### src/rtl/cov_acc.sv
// Windowed 2x2 covariance accumulator: averages y1*y1, y2*y2 and y1*y2 over
// 2^ACC_LOG valid samples and casts the means to the eigen-stage format.
`timescale 1ns/1ps
module cov_acc #(
   parameter int DIN_WIDTH  = 16,
   parameter int DIN_POINT  = 15,
   parameter int ACC_LOG    = 10,
   parameter int DOUT_WIDTH = 16,
   parameter int DOUT_POINT = 15
) (
   input  logic                         clk,
   input  logic                         rst_n,
   input  logic signed [DIN_WIDTH-1:0]  y1,
   input  logic signed [DIN_WIDTH-1:0]  y2,
   input  logic                         din_valid,
   input  logic                         sync,
   output logic [DOUT_WIDTH-1:0]        r11,
   output logic [DOUT_WIDTH-1:0]        r22,
   output logic [DOUT_WIDTH-1:0]        r12,
   output logic                         dout_valid
);

   localparam int PW = 2*DIN_WIDTH;
   localparam int AW = PW + ACC_LOG;
   // Averaging and fractional-bit drop fold into one arithmetic shift (floor).
   localparam int SH = ACC_LOG + 2*DIN_POINT - DOUT_POINT;
   localparam logic signed [AW-1:0] OUT_MAX = {{(AW-DOUT_WIDTH+1){1'b0}}, {(DOUT_WIDTH-1){1'b1}}};
   localparam logic signed [AW-1:0] OUT_MIN = {{(AW-DOUT_WIDTH+1){1'b1}}, {(DOUT_WIDTH-1){1'b0}}};

   function automatic logic [DOUT_WIDTH-1:0] sat_cast(input logic signed [AW-1:0] d,
                                                      input logic non_neg);
      logic signed [AW-1:0] s;
      s = d >>> SH;
      if (s > OUT_MAX)
         return OUT_MAX[DOUT_WIDTH-1:0];
      else if (non_neg && s[AW-1])
         return '0;
      else if (s < OUT_MIN)
         return OUT_MIN[DOUT_WIDTH-1:0];
      else
         return s[DOUT_WIDTH-1:0];
   endfunction

   logic signed [DIN_WIDTH-1:0] y1_p1, y2_p1;
   logic                        vld_p1, sync_p1;
   logic signed [PW-1:0]        p11_p2, p22_p2, p12_p2;
   logic                        vld_p2, sync_p2;
   logic signed [AW-1:0]        acc11, acc22, acc12;
   logic [ACC_LOG-1:0]          cnt;
   logic signed [AW-1:0]        dump11_p3, dump22_p3, dump12_p3;
   logic                        vld_p3;
   logic signed [AW-1:0]        e11, e22, e12;
   logic signed [AW-1:0]        s11, s22, s12;

   assign e11 = AW'(p11_p2);
   assign e22 = AW'(p22_p2);
   assign e12 = AW'(p12_p2);
   assign s11 = acc11 + e11;
   assign s22 = acc22 + e22;
   assign s12 = acc12 + e12;

   // Stage 1: input register
   always_ff @(posedge clk or negedge rst_n) begin
      if (!rst_n) begin
         y1_p1   <= '0;
         y2_p1   <= '0;
         vld_p1  <= 1'b0;
         sync_p1 <= 1'b0;
      end else begin
         y1_p1   <= y1;
         y2_p1   <= y2;
         vld_p1  <= din_valid;
         sync_p1 <= sync;
      end
   end

   // Stage 2: full-precision products
   always_ff @(posedge clk or negedge rst_n) begin
      if (!rst_n) begin
         p11_p2  <= '0;
         p22_p2  <= '0;
         p12_p2  <= '0;
         vld_p2  <= 1'b0;
         sync_p2 <= 1'b0;
      end else begin
         p11_p2  <= y1_p1 * y1_p1;
         p22_p2  <= y2_p1 * y2_p1;
         p12_p2  <= y1_p1 * y2_p1;
         vld_p2  <= vld_p1;
         sync_p2 <= sync_p1;
      end
   end

   // Stage 3: accumulate; sync takes priority over a window-end dump
   always_ff @(posedge clk or negedge rst_n) begin
      if (!rst_n) begin
         acc11     <= '0;
         acc22     <= '0;
         acc12     <= '0;
         cnt       <= '0;
         dump11_p3 <= '0;
         dump22_p3 <= '0;
         dump12_p3 <= '0;
         vld_p3    <= 1'b0;
      end else begin
         vld_p3 <= 1'b0;
         if (sync_p2) begin
            acc11 <= vld_p2 ? e11 : '0;
            acc22 <= vld_p2 ? e22 : '0;
            acc12 <= vld_p2 ? e12 : '0;
            cnt   <= vld_p2 ? ACC_LOG'(1) : '0;
         end else if (vld_p2) begin
            if (cnt == '1) begin
               dump11_p3 <= s11;
               dump22_p3 <= s22;
               dump12_p3 <= s12;
               vld_p3    <= 1'b1;
               acc11     <= '0;
               acc22     <= '0;
               acc12     <= '0;
               cnt       <= '0;
            end else begin
               acc11 <= s11;
               acc22 <= s22;
               acc12 <= s12;
               cnt   <= cnt + 1'b1;
            end
         end
      end
   end

   // Stage 4: averaged, truncated and saturated outputs, held between pulses
   always_ff @(posedge clk or negedge rst_n) begin
      if (!rst_n) begin
         r11        <= '0;
         r22        <= '0;
         r12        <= '0;
         dout_valid <= 1'b0;
      end else begin
         dout_valid <= vld_p3;
         if (vld_p3) begin
            r11 <= sat_cast(dump11_p3, 1'b1);
            r22 <= sat_cast(dump22_p3, 1'b1);
            r12 <= sat_cast(dump12_p3, 1'b0);
         end
      end
   end

endmodule

### config.mk
export PLATFORM = sky130hd
export DESIGN_NAME = cov_acc
export DESIGN_NICKNAME = d
export VERILOG_FILES = /design/src/rtl/cov_acc.sv
export SDC_FILE = /design/constraint.sdc
export NUM_CORES = 2
export LEC_CHECK = 0
export ABC_AREA = 1
export CAP_MARGIN = 0
export CORE_ASPECT_RATIO = 0.5
export CORE_MARGIN = 10
export CORE_UTILIZATION = 40
export CTS_CLUSTER_DIAMETER = 30
export DETAILED_ROUTE_END_ITERATION = 16
export PLACE_DENSITY = 0.63
export SYNTH_ARGS = -nofsm -noshare
export SYNTH_HDL_FRONTEND = slang
export SYNTH_SLANG_ARGS = --single-unit
### constraint.sdc
create_clock -name clk -period 17.9 [get_ports clk]
set_input_delay 4.475 -clock clk [delete_from_list [all_inputs] [get_ports clk]]
set_output_delay 4.475 -clock clk [all_outputs]
set_load 0.1 [all_outputs]
* After elaboration in Yosys (flattened, before gate mapping)
Index checks and enable logic that the tools add are counted.
** Operators by class
- Add/subtract/negate cells :: 4
- $mul :: 3
- Magnitude comparators :: 6
- Equal/unequal tests :: 1
- Muxes and demuxes :: 27
- Bitwise gates (word level) :: 1
- Reduce and logical (&&, ||, !) cells :: 2
** Operators by type and width (number)
- $mux 42 :: 12
- $mux 16 :: 8
- $add 42x32->42 :: 3
- $mul 16x16->32 :: 3
- $gt 17x16->1 const B :: 3
- $lt 17x16->1 const B :: 3
- $mux 10 :: 3
- $add 10x1->10 const B :: 1
- $eq 10x10->1 const B :: 1
- $mux 1 :: 4
- $reduce_and 3->1 :: 1
- $reduce_bool 2->1 :: 1
- $not 1->1 :: 1
** Word-level totals
- Bits in registers :: 444
- Bits of input ports :: 36
- Output and inout bits :: 49
- Logic and storage cells :: 65

* Longest topological paths before layout
- Depth after elaboration :: 4
- Mapped depth :: 26
- Depth with buffers taken out :: 25

* Least setup slack after synthesis
No wires, ideal clock.
- Path kind :: reg-to-reg
- Start point :: reg y1_p1[15]
- End point :: reg p11_p2[29]
- Arrival :: 5538 ps
- Required time :: 17783 ps
- Setup slack :: 12245 ps
- Cell stages (with the launch flop) :: 20
- Buffers on the path :: 2
- Clock period less this slack :: 5655 ps
- Path through :: dfrtp_1 > clkbuf_1 > buf_1 > nand2_1 > inv_1 > fa_1 > fa_1 > fa_1 > fa_1 > fa_1 > inv_1 > fa_1 > inv_1 > ha_1 > nand2_1 > nor2_1 > nand2_1 > or2_2 > nand4_1 > nand2_1
** Between the ends
- Longest elaborated chain between the ends :: 1
** RTL lines
- start, declared :: RTL line 44 : logic signed [DIN_WIDTH-1:0] y1_p1, y2_p1;
- start signal, assigned :: RTL line 70 : y1_p1 <= y1;
- $mul 16x16->32 :: RTL line 86 : p11_p2 <= y1_p1 * y1_p1;
- end signal, assigned :: RTL line 86
- end, declared :: RTL line 46 : logic signed [PW-1:0] p11_p2, p22_p2, p12_p2;
Every way passes these cells.
A chain may end at the register's enable or synchronous reset.

* Worst setup path in the final report
- Start point :: reg r22[1]
- End point :: out r22[1]
** RTL lines
- start, declared :: RTL line 18 : output logic [DOUT_WIDTH-1:0] r22,
- start signal, assigned :: RTL line 143 : r22 <= sat_cast(dump22_p3, 1'b1);
No word-level cell between the ends.

==> run summary <==
run status: complete, no violations
DRC violation count after routing: 0
library cell contributing the largest single delay on the critical path: sky130_fd_sc_hd__clkdlybuf4s50_1
final worst path period share: 0.3727
max incr delay on CP: 1.15 ns
Post-Route Skew: 0.03822 ns
start-to-end type of the worst setup path: flip-flop to primary output
number of design-rule violations left by the first detailed-router iteration: 3,152
Max-Slew Margin vs Limit: 0.2551
FF+latch area: 0.009184 mm^2
Initial Utilization: 0.4049
Final GP Congestion: 0.9679
global router's overall resource usage: 0.2049
Hold-fix buffers, CTS: 0
wire per inst: 16.78 um
largest buffer count on any clock path: 3
post-layout minimum cycle time: 6.672 ns
number of resized instances in the post-cts repair step: 0
count of standard-cell rows: 93
element type at the critical path end: primary output
worst path arrival time: 2.20 ns
sequential cell area fraction in the yosys report: 0.1753
ANT nets after route: 0
Worst Path Buf+Inv: 1
number of nets in the synthesized netlist: 8,193
Top FF cell, synth: sky130_fd_sc_hd__dfrtp_1
clock latency of the later-clocked register in the worst-skew pair: 0.66 ns
top cell type's share of synthesized area: 0.2790
warnings from Yosys: 0
Post-synth ARST share: 1.000
Post-CTS Setup Inserts: 0
average vias per placed instance: 4.881
cell type with the largest total area after synthesis: sky130_fd_sc_hd__fa_1
cell family contributing the most delay on the critical path: buffers and inverters
Post-Route Setup TNS: 0 ns
clock slew seen by the registers of the worst setup and hold paths: 0.05 ns
net total in the final layout: 8,215
GRT overflow: 0
routed vias: 43,330
number of sinks on the clock net: 367
slew at the pin closest to its max-slew limit: 1.116 ns
minimum hold slack: 0.3510 ns
area growth from synthesis to final layout: 10.04%
Avg Synthesized Cell Area: 7.440 um^2
Seq cells post-synth: 367
setup repair after global routing missed its margin: false
number of antenna violations at the first check in global routing: 3
vias in the first global route: 43,860
Fmax: 149.9 MHz
HP Start: sync_p1$_DFF_PN0_
Max-cap violations: 0
TritonCTS clock tree: yes
diode count: 0
pin count of the biggest net entering global routing: 91
total setup violations reported at the end of the flow: 0
Layout fillers: 13,140
Horiz. Die Dim: 531.8 um
Setup crit start kind: flip-flop
count of endpoints failing hold in the final timing report: 0
number of port buffers: 84
launch point of the worst path: r22[1]$_DFFE_PN0P_
Critical Path Fanout Max: 2
distinct cell type count of the synthesized netlist: 44
Top Ports: 85
area used by multi-input combinational logic: 0.03607 mm^2
number of enable flip-flop cells after synthesis: 0
worst hold-check path type: flip-flop to flip-flop
core area: 0.1294 mm^2
Slew Viols, Final: 0
Reg-to-Reg Start: y1_p1[15]$_DFF_PN0_
detailed-route wire length: 149,000 um
critical path required time: 13.43 ns
Gate Count Post-Synth: 7,041
die outline area: 0.1467 mm^2
root buffer cell: sky130_fd_sc_hd__clkbuf_16
fraction of final layout cells sized beyond drive strength 1: 0.02950
cells along the critical path: clkdlybuf4s50_1
level count of the clock H-tree: 3
iteration count of the initial detailed-routing pass: 6
post-synth design cell area: 0.05239 mm^2
hpwl dp: 117,800 um
die height: 275.9 um
synth top area cells: sky130_fd_sc_hd__fa_1, sky130_fd_sc_hd__dfrtp_1, sky130_fd_sc_hd__nand2_1
number of buffers added by the clock tree synthesis step: 70
wire length of the first global-routing pass: 241,800 um
[sequential cells by signal, summed over array words and instances (netlist names), 10 cells and up]
name and cells:
r11 16, cnt 10, dump22_p3 17, acc11 42, y2_p1 16, p22_p2 31
y1_p1 16, r12 16, acc12 42, p12_p2 32, r22 16, dump11_p3 17
dump12_p3 17, acc22 42, p11_p2 31
[Yosys cell counts, types with 2 or more instances]
library cell and count:
sky130_fd_sc_hd__a211oi_1 2, sky130_fd_sc_hd__a21boi_0 5, sky130_fd_sc_hd__a21o_1 19, sky130_fd_sc_hd__a21oi_1 248, sky130_fd_sc_hd__a22o_1 59, sky130_fd_sc_hd__a31o_2 4, sky130_fd_sc_hd__a31oi_1 4, sky130_fd_sc_hd__and3_1 3
sky130_fd_sc_hd__buf_1 5, sky130_fd_sc_hd__buf_2 18, sky130_fd_sc_hd__buf_4 3, sky130_fd_sc_hd__buf_6 3, sky130_fd_sc_hd__clkbuf_1 150, sky130_fd_sc_hd__clkinv_1 3, sky130_fd_sc_hd__dfrtp_1 367, sky130_fd_sc_hd__fa_1 730
sky130_fd_sc_hd__ha_1 386, sky130_fd_sc_hd__inv_1 1701, sky130_fd_sc_hd__inv_2 3, sky130_fd_sc_hd__nand2_1 2065, sky130_fd_sc_hd__nand2_4 2, sky130_fd_sc_hd__nand3_1 323, sky130_fd_sc_hd__nand3b_1 31, sky130_fd_sc_hd__nand4_1 61
sky130_fd_sc_hd__nor2_1 429, sky130_fd_sc_hd__nor2_4 3, sky130_fd_sc_hd__nor3_1 32, sky130_fd_sc_hd__nor4_1 8, sky130_fd_sc_hd__o211ai_1 9, sky130_fd_sc_hd__o21a_1 5, sky130_fd_sc_hd__o21ai_0 98, sky130_fd_sc_hd__o21bai_1 69
sky130_fd_sc_hd__o22ai_1 5, sky130_fd_sc_hd__o31ai_1 2, sky130_fd_sc_hd__or2_2 24, sky130_fd_sc_hd__xnor2_1 76, sky130_fd_sc_hd__xor2_1 79
[worst paths after layout]
kind,end,depth (start not counted),slack (ns)
worst max-delay path,r22[1],1,11.23
worst min-delay path,sync_p2$_DFF_PN0_,0,0.35
worst max register to register,p12_p2[25]$_DFF_PN0_,19,11.36
worst min register to register,sync_p2$_DFF_PN0_,0,0.35
max in group asynchronous,p11_p2[31]$_DFF_PN0_,3,11.69
min in group asynchronous,y2_p1[2]$_DFF_PN0_,1,3.85
[cell type report]
type | instances | share of cell area
inverter | 1707 | 0.1112
multi-input combinational | 4788 | 0.6258
clock buffer | 81 | 0.03234
clock inverter | 47 | 0.01270
sequential | 367 | 0.1593
timing repair buffer | 129 | 0.02053
tap | 1757 | 0.03814
[stage by stage]
step                cells  utilization  instance area (um^2)  worst slack (ns)
finish               8876       0.4455                 57650             11.23
global route         8876       0.4455                 57650             11.00
detailed placement   8748       0.4254                 55050             10.90
CTS                  8876       0.4455                 57650             11.16
floorplan            7041            -                 52390             12.25
global placement     8748       0.4254                 55050             10.90
[logic make-up (layout without fill, tap and decap cells)]
family                     after synthesis  count (layout)  synth area share
AOI/OAI and AO/OA                      531             531           0.06088
xor gates and xnor gates               155             155           0.02591
adders and majority gates             1116            1116            0.3712
buffers and inverters                 1886            1964            0.1362
DFF                                    367             367            0.1753
and+or+nand+nor                       2986            2986            0.2305
[layer usage]
metal / global-route usage / vias up / part of all wire
li1: - / 21020 / -
met1: 0.2912 / 21000 / 0.47
met2: 0.3227 / 1140 / 0.43
met3: 0.04561 / 162 / 0.076
met4: 0.03999 / 0 / 0.017
met5: 0 / - / 0
[layout by cell type (no fill, tap or decap), types with 71 or more instances in the layout]
master,n
sky130_fd_sc_hd__a21oi_1,248
sky130_fd_sc_hd__clkbuf_16,71
sky130_fd_sc_hd__clkdlybuf4s50_1,83
sky130_fd_sc_hd__dfrtp_1,367
sky130_fd_sc_hd__fa_1,730
sky130_fd_sc_hd__ha_1,386
sky130_fd_sc_hd__inv_1,1700
sky130_fd_sc_hd__nand2_1,2065
sky130_fd_sc_hd__nand3_1,323
sky130_fd_sc_hd__nor2_1,428
sky130_fd_sc_hd__o21ai_0,98
sky130_fd_sc_hd__xnor2_1,76
sky130_fd_sc_hd__xor2_1,79
Power is left out: the tool's default activity adds up to more than one toggle a clock period on the data nets, which glitch-free logic cannot reach.
